### src/rtl/retire_trace_fifo_pkg.sv
// Shared constants for the retirement tracer: record kinds, field widths,
// record bit offsets, tracer FSM states and the retire classifier.
package retire_trace_fifo_pkg;

   localparam int KIND_W = 3;
   localparam int PC_W   = 16;
   localparam int REG_W  = 3;
   localparam int DATA_W = 16;

   // Record kinds as they appear on out_kind
   localparam logic [KIND_W-1:0] KIND_REG  = 3'd0;
   localparam logic [KIND_W-1:0] KIND_LD   = 3'd1;
   localparam logic [KIND_W-1:0] KIND_STU  = 3'd2;
   localparam logic [KIND_W-1:0] KIND_ST   = 3'd3;
   localparam logic [KIND_W-1:0] KIND_NOP  = 3'd4;
   localparam logic [KIND_W-1:0] KIND_HALT = 3'd5;

   // Record layout, LSB first: mdata, addr, value, reg, pc, inum, kind.
   // inum width is a top-level parameter, so the kind offset is derived there.
   localparam int MDATA_LSB = 0;
   localparam int ADDR_LSB  = MDATA_LSB + DATA_W;
   localparam int VALUE_LSB = ADDR_LSB + DATA_W;
   localparam int REG_LSB   = VALUE_LSB + DATA_W;
   localparam int PC_LSB    = REG_LSB + REG_W;
   localparam int INUM_LSB  = PC_LSB + PC_W;

   // Tracer FSM states
   localparam logic [1:0] ST_RUN   = 2'd0;
   localparam logic [1:0] ST_DRAIN = 2'd1;
   localparam logic [1:0] ST_DONE  = 2'd2;

   // Priority classifier: register writes dominate, then halt, then plain stores.
   function automatic logic [KIND_W-1:0] classify(input logic reg_wr,
                                                  input logic mem_rd,
                                                  input logic mem_wr,
                                                  input logic halt);
      logic [KIND_W-1:0] k;
      if (reg_wr && mem_wr) begin
         k = KIND_STU;
      end else if (reg_wr && mem_rd) begin
         k = KIND_LD;
      end else if (reg_wr) begin
         k = KIND_REG;
      end else if (halt) begin
         k = KIND_HALT;
      end else if (mem_wr) begin
         k = KIND_ST;
      end else begin
         k = KIND_NOP;
      end
      return k;
   endfunction

endpackage

### src/rtl/retire_trace_fifo_sync_fifo.sv
// Single-clock FIFO with occupancy count. A write into a full FIFO is only
// taken when a read happens in the same cycle; a read of an empty FIFO is ignored.
module sync_fifo #(
   parameter int WIDTH = 8,
   parameter int DEPTH = 16
) (
   input  logic                     clk,
   input  logic                     rst,
   input  logic                     wr_en,
   input  logic [WIDTH-1:0]         wr_data,
   input  logic                     rd_en,
   output logic [WIDTH-1:0]         rd_data,
   output logic [$clog2(DEPTH):0]   level,
   output logic                     full,
   output logic                     empty
);

   localparam int AW = $clog2(DEPTH);
   localparam int LW = AW + 1;

   logic [WIDTH-1:0] mem [DEPTH];
   logic [AW-1:0]    wr_ptr;
   logic [AW-1:0]    rd_ptr;
   logic [LW-1:0]    count;
   logic             do_wr;
   logic             do_rd;

   assign empty   = (count == {LW{1'b0}});
   assign full    = (count == LW'(DEPTH));
   assign do_rd   = rd_en && !empty;
   assign do_wr   = wr_en && (!full || do_rd);
   assign rd_data = mem[rd_ptr];
   assign level   = count;

   // Storage write; contents need no reset since reads are gated by count.
   always_ff @(posedge clk) begin
      if (do_wr) begin
         mem[wr_ptr] <= wr_data;
      end
   end

   // Pointers wrap naturally at DEPTH (power of two); count tracks occupancy.
   always_ff @(posedge clk or posedge rst) begin
      if (rst) begin
         wr_ptr <= {AW{1'b0}};
         rd_ptr <= {AW{1'b0}};
         count  <= {LW{1'b0}};
      end else begin
         if (do_wr) begin
            wr_ptr <= wr_ptr + AW'(1);
         end
         if (do_rd) begin
            rd_ptr <= rd_ptr + AW'(1);
         end
         case ({do_wr, do_rd})
            2'b10:   count <= count + LW'(1);
            2'b01:   count <= count - LW'(1);
            default: count <= count;
         endcase
      end
   end

endmodule

### src/rtl/retire_trace_fifo.sv
// Retirement tracer: classifies each retired instruction, numbers it and
// queues a trace record for a downstream consumer. After HALT retires the
// tracer stops accepting retires, drains, and then reports done.
module retire_trace_fifo
   import retire_trace_fifo_pkg::*;
#(
   parameter int DEPTH = 16,
   parameter int CNT_W = 32
) (
   input  logic                     clk,
   input  logic                     rst,
   input  logic                     ret_valid,
   input  logic [15:0]              ret_pc,
   input  logic [15:0]              ret_inst,
   input  logic                     ret_reg_wr,
   input  logic [2:0]               ret_wr_reg,
   input  logic [15:0]              ret_wr_data,
   input  logic                     ret_mem_rd,
   input  logic                     ret_mem_wr,
   input  logic [15:0]              ret_mem_addr,
   input  logic [15:0]              ret_mem_data,
   input  logic                     ret_halt,
   output logic                     out_valid,
   input  logic                     out_ready,
   output logic [2:0]               out_kind,
   output logic [CNT_W-1:0]         out_inum,
   output logic [15:0]              out_pc,
   output logic [2:0]               out_reg,
   output logic [15:0]              out_value,
   output logic [15:0]              out_addr,
   output logic [15:0]              out_mdata,
   output logic [$clog2(DEPTH):0]   level,
   output logic                     overflow,
   output logic                     done,
   output logic [CNT_W-1:0]         cycle_count
);

   localparam int LVL_W    = $clog2(DEPTH) + 1;
   localparam int KIND_LSB = INUM_LSB + CNT_W;
   localparam int REC_W    = KIND_LSB + KIND_W;

   logic [1:0]        state;
   logic [CNT_W-1:0]  inst_cnt;
   logic [KIND_W-1:0] kind;
   logic [REG_W-1:0]  rec_reg;
   logic [DATA_W-1:0] rec_value;
   logic [DATA_W-1:0] rec_addr;
   logic [DATA_W-1:0] rec_mdata;
   logic [REC_W-1:0]  rec_in;
   logic [REC_W-1:0]  rec_head;
   logic [LVL_W-1:0]  fifo_level;
   logic              fifo_full;
   logic              fifo_empty;
   logic              push;
   logic              pop;
   logic              unused_inst;

   // The instruction word is sampled at the boundary but not recorded.
   assign unused_inst = ^ret_inst;

   assign push = ret_valid && (state == ST_RUN);
   assign pop  = out_ready && !fifo_empty;
   assign kind = classify(ret_reg_wr, ret_mem_rd, ret_mem_wr, ret_halt);

   // Classifier: keep only the fields meaningful for this kind, zero the rest.
   always_comb begin
      rec_reg   = {REG_W{1'b0}};
      rec_value = {DATA_W{1'b0}};
      rec_addr  = {DATA_W{1'b0}};
      rec_mdata = {DATA_W{1'b0}};
      if (kind == KIND_REG || kind == KIND_LD || kind == KIND_STU) begin
         rec_reg   = ret_wr_reg;
         rec_value = ret_wr_data;
      end else begin
         rec_reg   = {REG_W{1'b0}};
         rec_value = {DATA_W{1'b0}};
      end
      if (kind == KIND_LD || kind == KIND_STU || kind == KIND_ST) begin
         rec_addr = ret_mem_addr;
      end else begin
         rec_addr = {DATA_W{1'b0}};
      end
      if (kind == KIND_STU || kind == KIND_ST) begin
         rec_mdata = ret_mem_data;
      end else begin
         rec_mdata = {DATA_W{1'b0}};
      end
   end

   assign rec_in = {kind, inst_cnt, ret_pc, rec_reg, rec_value, rec_addr, rec_mdata};

   sync_fifo #(
      .WIDTH (REC_W),
      .DEPTH (DEPTH)
   ) u_fifo (
      .clk     (clk),
      .rst     (rst),
      .wr_en   (push),
      .wr_data (rec_in),
      .rd_en   (out_ready),
      .rd_data (rec_head),
      .level   (fifo_level),
      .full    (fifo_full),
      .empty   (fifo_empty)
   );

   // Present the head record; an empty FIFO shows all-zero data.
   always_comb begin
      out_valid = !fifo_empty;
      out_kind  = {KIND_W{1'b0}};
      out_inum  = {CNT_W{1'b0}};
      out_pc    = {PC_W{1'b0}};
      out_reg   = {REG_W{1'b0}};
      out_value = {DATA_W{1'b0}};
      out_addr  = {DATA_W{1'b0}};
      out_mdata = {DATA_W{1'b0}};
      if (!fifo_empty) begin
         out_kind  = rec_head[KIND_LSB  +: KIND_W];
         out_inum  = rec_head[INUM_LSB  +: CNT_W];
         out_pc    = rec_head[PC_LSB    +: PC_W];
         out_reg   = rec_head[REG_LSB   +: REG_W];
         out_value = rec_head[VALUE_LSB +: DATA_W];
         out_addr  = rec_head[ADDR_LSB  +: DATA_W];
         out_mdata = rec_head[MDATA_LSB +: DATA_W];
      end else begin
         out_kind  = {KIND_W{1'b0}};
      end
   end

   assign level = fifo_level;
   assign done  = (state == ST_DONE);

   // Instruction numbering counts every accepted retire, including dropped ones.
   always_ff @(posedge clk or posedge rst) begin
      if (rst) begin
         inst_cnt <= {CNT_W{1'b0}};
      end else if (push) begin
         inst_cnt <= inst_cnt + CNT_W'(1);
      end else begin
         inst_cnt <= inst_cnt;
      end
   end

   // Free-running cycle counter since reset.
   always_ff @(posedge clk or posedge rst) begin
      if (rst) begin
         cycle_count <= {CNT_W{1'b0}};
      end else begin
         cycle_count <= cycle_count + CNT_W'(1);
      end
   end

   // Sticky drop flag: a push into a full FIFO with no pop that cycle.
   always_ff @(posedge clk or posedge rst) begin
      if (rst) begin
         overflow <= 1'b0;
      end else if (push && fifo_full && !pop) begin
         overflow <= 1'b1;
      end else begin
         overflow <= overflow;
      end
   end

   // Tracer FSM: stop at HALT (whether stored or dropped), then wait for empty.
   always_ff @(posedge clk or posedge rst) begin
      if (rst) begin
         state <= ST_RUN;
      end else begin
         case (state)
            ST_RUN: begin
               if (push && kind == KIND_HALT) begin
                  state <= ST_DRAIN;
               end else begin
                  state <= ST_RUN;
               end
            end
            ST_DRAIN: begin
               if (fifo_level == {LVL_W{1'b0}}) begin
                  state <= ST_DONE;
               end else begin
                  state <= ST_DRAIN;
               end
            end
            ST_DONE: state <= ST_DONE;
            default: state <= ST_RUN;
         endcase
      end
   end

endmodule

### config.mk
export PLATFORM = sky130hd
export DESIGN_NAME = retire_trace_fifo
export DESIGN_NICKNAME = d
export VERILOG_FILES = /design/src/rtl/retire_trace_fifo_pkg.sv /design/src/rtl/retire_trace_fifo_sync_fifo.sv /design/src/rtl/retire_trace_fifo.sv
export SDC_FILE = /design/constraint.sdc
export NUM_CORES = 1
export LEC_CHECK = 0
export CORE_UTILIZATION = 50
export CTS_CLUSTER_SIZE = 16
export DETAILED_ROUTE_END_ITERATION = 10
export GPL_TIMING_DRIVEN = 0
export PLACE_DENSITY = 0.8
export SKIP_CTS_REPAIR_TIMING = 1
export SYNTH_ARGS = -nofsm -noshare
export SYNTH_HDL_FRONTEND = slang
export SYNTH_HIERARCHICAL = 1
export SYNTH_SLANG_ARGS = --single-unit
### constraint.sdc
create_clock -name clk -period 4.2 [get_ports clk]
set_input_delay 1.26 -clock clk [delete_from_list [all_inputs] [get_ports clk]]
set_output_delay 1.26 -clock clk [all_outputs]
set_load 0.01 [all_outputs]
==> out/metrics.cfg <==
[outcome]
status = finished with violations
violations = negative setup slack

[yosys]
synth_mux_area_frac = 0.1402
async_flop_share = 0.04673
synth-xor-area-share = 0.009308
synth.distinct_cells = 53
ys_warn_count = 6
synth_edf_count = 1632
yosysTopAreaCellShare = 0.7440
syn_inst = 3023
synth_nets = 3125
synthSimpleGateAreaFrac = 0.03577
synth_top_family_by_area = multiplexers
synthesis.area_um2 = 65870
synth_largest_area_cell = edfxtp_1
synthTopCellsByArea = edfxtp_1 (74%), mux4_2 (14%), dfrtp_1 (3.0%), a22oi_1 (2.3%), nor2b_1 (1.2%)
synth_compound_area_frac = 0.02555
syn_avg_cell_area_um2 = 21.79
yosysMostFrequentCell = edfxtp_1
ys.flop_type = edfxtp_1
ys_ff_latch = 1712
yosysSeqAreaShare = 0.7744
synth_common_cells = edfxtp_1 (1632), mux4_2 (408), a22oi_1 (204)
synth_fa_ha_area_frac = 0.002204

[critical_path]
cp.required_ps = 2940
cp.arrival_ps = 3170
crit_path_end_kind = output pin
crit_type = flip-flop to output pin
crit_fanout = 9
critical_path.startpoint_type = flip-flop

[place]
pre_cts_ws_ps = -1183
place_congestion = 0.7598
dpl.hpwl_mm = 92.08
portBuffers = 216

[global_route]
grt_max_degree = 65
grt_pass1_vias = 35720
grt_use_met1 = 0.3310
grt_pass1_wl_mm = 242.3
antenna_found_initial = 5
met2_usage = 0.4192
globalRouteMet3Util = 0.06524
gr-total-overflow = 0
top_usage_layer = met2
grt.total_usage = 0.2561

[clock_network]
cts-root-buf = clkbuf_16
cts_sinks = 1712
numCtsBuffers = 166
clockBufferDepth = 3
cts_tree = yes
h-tree-depth = 4
worstSkewPairLatency_ps = 780
clk_pin_slew_ps = 70

[cells_and_area]
regArea_um2 = 51010
drive_gt1_frac = 0.3553
syn_to_final_growth_pct = 21.52
fill_cells = 8304
multi_input_area_um2 = 15460
nets = 3639

[sta]
tightest_slew_ps = 1296
hold_violations = 0
layout_min_cycle_time_ps = 4429
drv_slew = 0
clock.fmax_mhz = 225.8
rsz0062_at_grt = true
timing.slew.headroom = 0.1361
whs_ps = 479.9
fin_skew_ps = 34.36
finalCritPeriodShare = 1.055
setup_viol = 256
setup_ws_ps = -229.1

[die]
start_util = 0.5061
die_width_um = 365.0
num_rows = 132
die_y_um = 365.0
io-pin-count = 233
core_um2 = 130100
dieArea_um2 = 133200

[job]
maxCapViolations = 0

[route]
wl_mm = 194.6
drt-vias-per-instance = 6.742
vias = 36500
wire_per_inst_um = 35.94
drcViolationCount = 0
dr.pass1.iters = 6
postRouteAntennaNets = 0
drt-initial-drc-count = 5722

[power]
power.density_nw_per_um2 = 711.2
leakagePower_nw = 26.87
irDropWorstVdd_v = 0.0004313

[min_path]
min_path_type = flip-flop to flip-flop

-- cells in the final DEF (no fill, tap or decap), types with 52 or more instances in the layout --
master	synthesis	final
edfxtp_1	1632	1632
mux4_2	408	408
clkbuf_16	0	193
a22oi_2	0	161
clkdlybuf4s50_1	0	113
nand2_1	123	97
buf_6	3	80
dfrtp_1	80	76
xnor2_1	61	61
nor2b_1	124	59
buf_4	40	58
nor2b_4	0	54
clkbuf_2	0	52
-- through the flow --
step	cell area [um^2]	TNS [ps]	power, mW	instances	util
final	80040	-23620	56.93	5413	0.6150
after global routing	80040	-29630	58.20	5412	0.6150
after CTS	76430	-389510	52.03	5315	0.5873
after detailed placement	71200	-1749360	37.39	5014	0.5471
after global placement	70230	-4528760	36.97	4981	0.5396
after floorplan	65890	-163320	30.37	3023	-
-- worst paths after layout --
path	start	end	slack, ps	cells after the start
max in group asynchronous	rst	u_fifo/rd_ptr[2]$_DFFE_PP0N_	2770	2
min in group asynchronous	rst	state[0]$_DFF_PP0_	730	2
worst min-delay path	state[1]$_DFF_PP0_	state[0]$_DFF_PP0_	480	1
worst max register to register	state[1]$_DFF_PP0_	u_fifo/mem[9][54]$_DFFE_PP_	520	8
worst min register to register	state[1]$_DFF_PP0_	state[0]$_DFF_PP0_	480	1
worst max-delay path	u_fifo/rd_ptr[0]$_DFFE_PP0N_	out_kind[2]	-230	10
-- cell families after synthesis --
kind of cell    Yosys count
compound gates          225
fa+ha+maj                11
buf+inv                 171
xor+xnor                 70
flops                  1712
simple gates            422
mux                     412
-- power by group --
part	internal, mW	switching, mW
Clock	8.21	6.52
Sequential	20.1	0.651
Combinational	9.96	11.5
-- cell type report --
| class | instances | share of cell area |
|---|---|---|
| Clock buffer | 216 | 0.05595 |
| Buffer | 156 | 0.02345 |
| Timing Repair Buffer | 342 | 0.05270 |
| Inverter | 14 | 0.0007816 |
| Sequential cell | 1712 | 0.6374 |
| Multi-Input combinational cell | 1145 | 0.1931 |
| Antenna cell | 1 | 0.00003127 |
| Tap cell | 1742 | 0.02723 |
| Clock inverter | 85 | 0.009348 |
-- worst max-delay path: stages, from the launching register on --
cell	delay, ps
dfrtp_2	450
buf_12	160
clkbuf_16	190
buf_16	150
buf_6	100
buf_6	130
mux4_2	560
a22oi_2	230
nand2_1	90
nor2b_4	160
buf_6	150
-- flip-flops by register name, summed over array words and instances (netlist names) --
signal	count
u_fifo/level	5
overflow	1
u_fifo/wr_ptr	4
inst_cnt	32
state	2
cycle_count	32
u_fifo/rd_ptr	4
u_fifo/mem	1632
-- routing by layer --
layer | part of all wire | wire length, um
met1 | 0.32 | 63130
met4 | 0.054 | 10570
met2 | 0.49 | 96200
met5 | 0.00024 | 46
met3 | 0.13 | 24600
(Power assumes the default switching activity.)
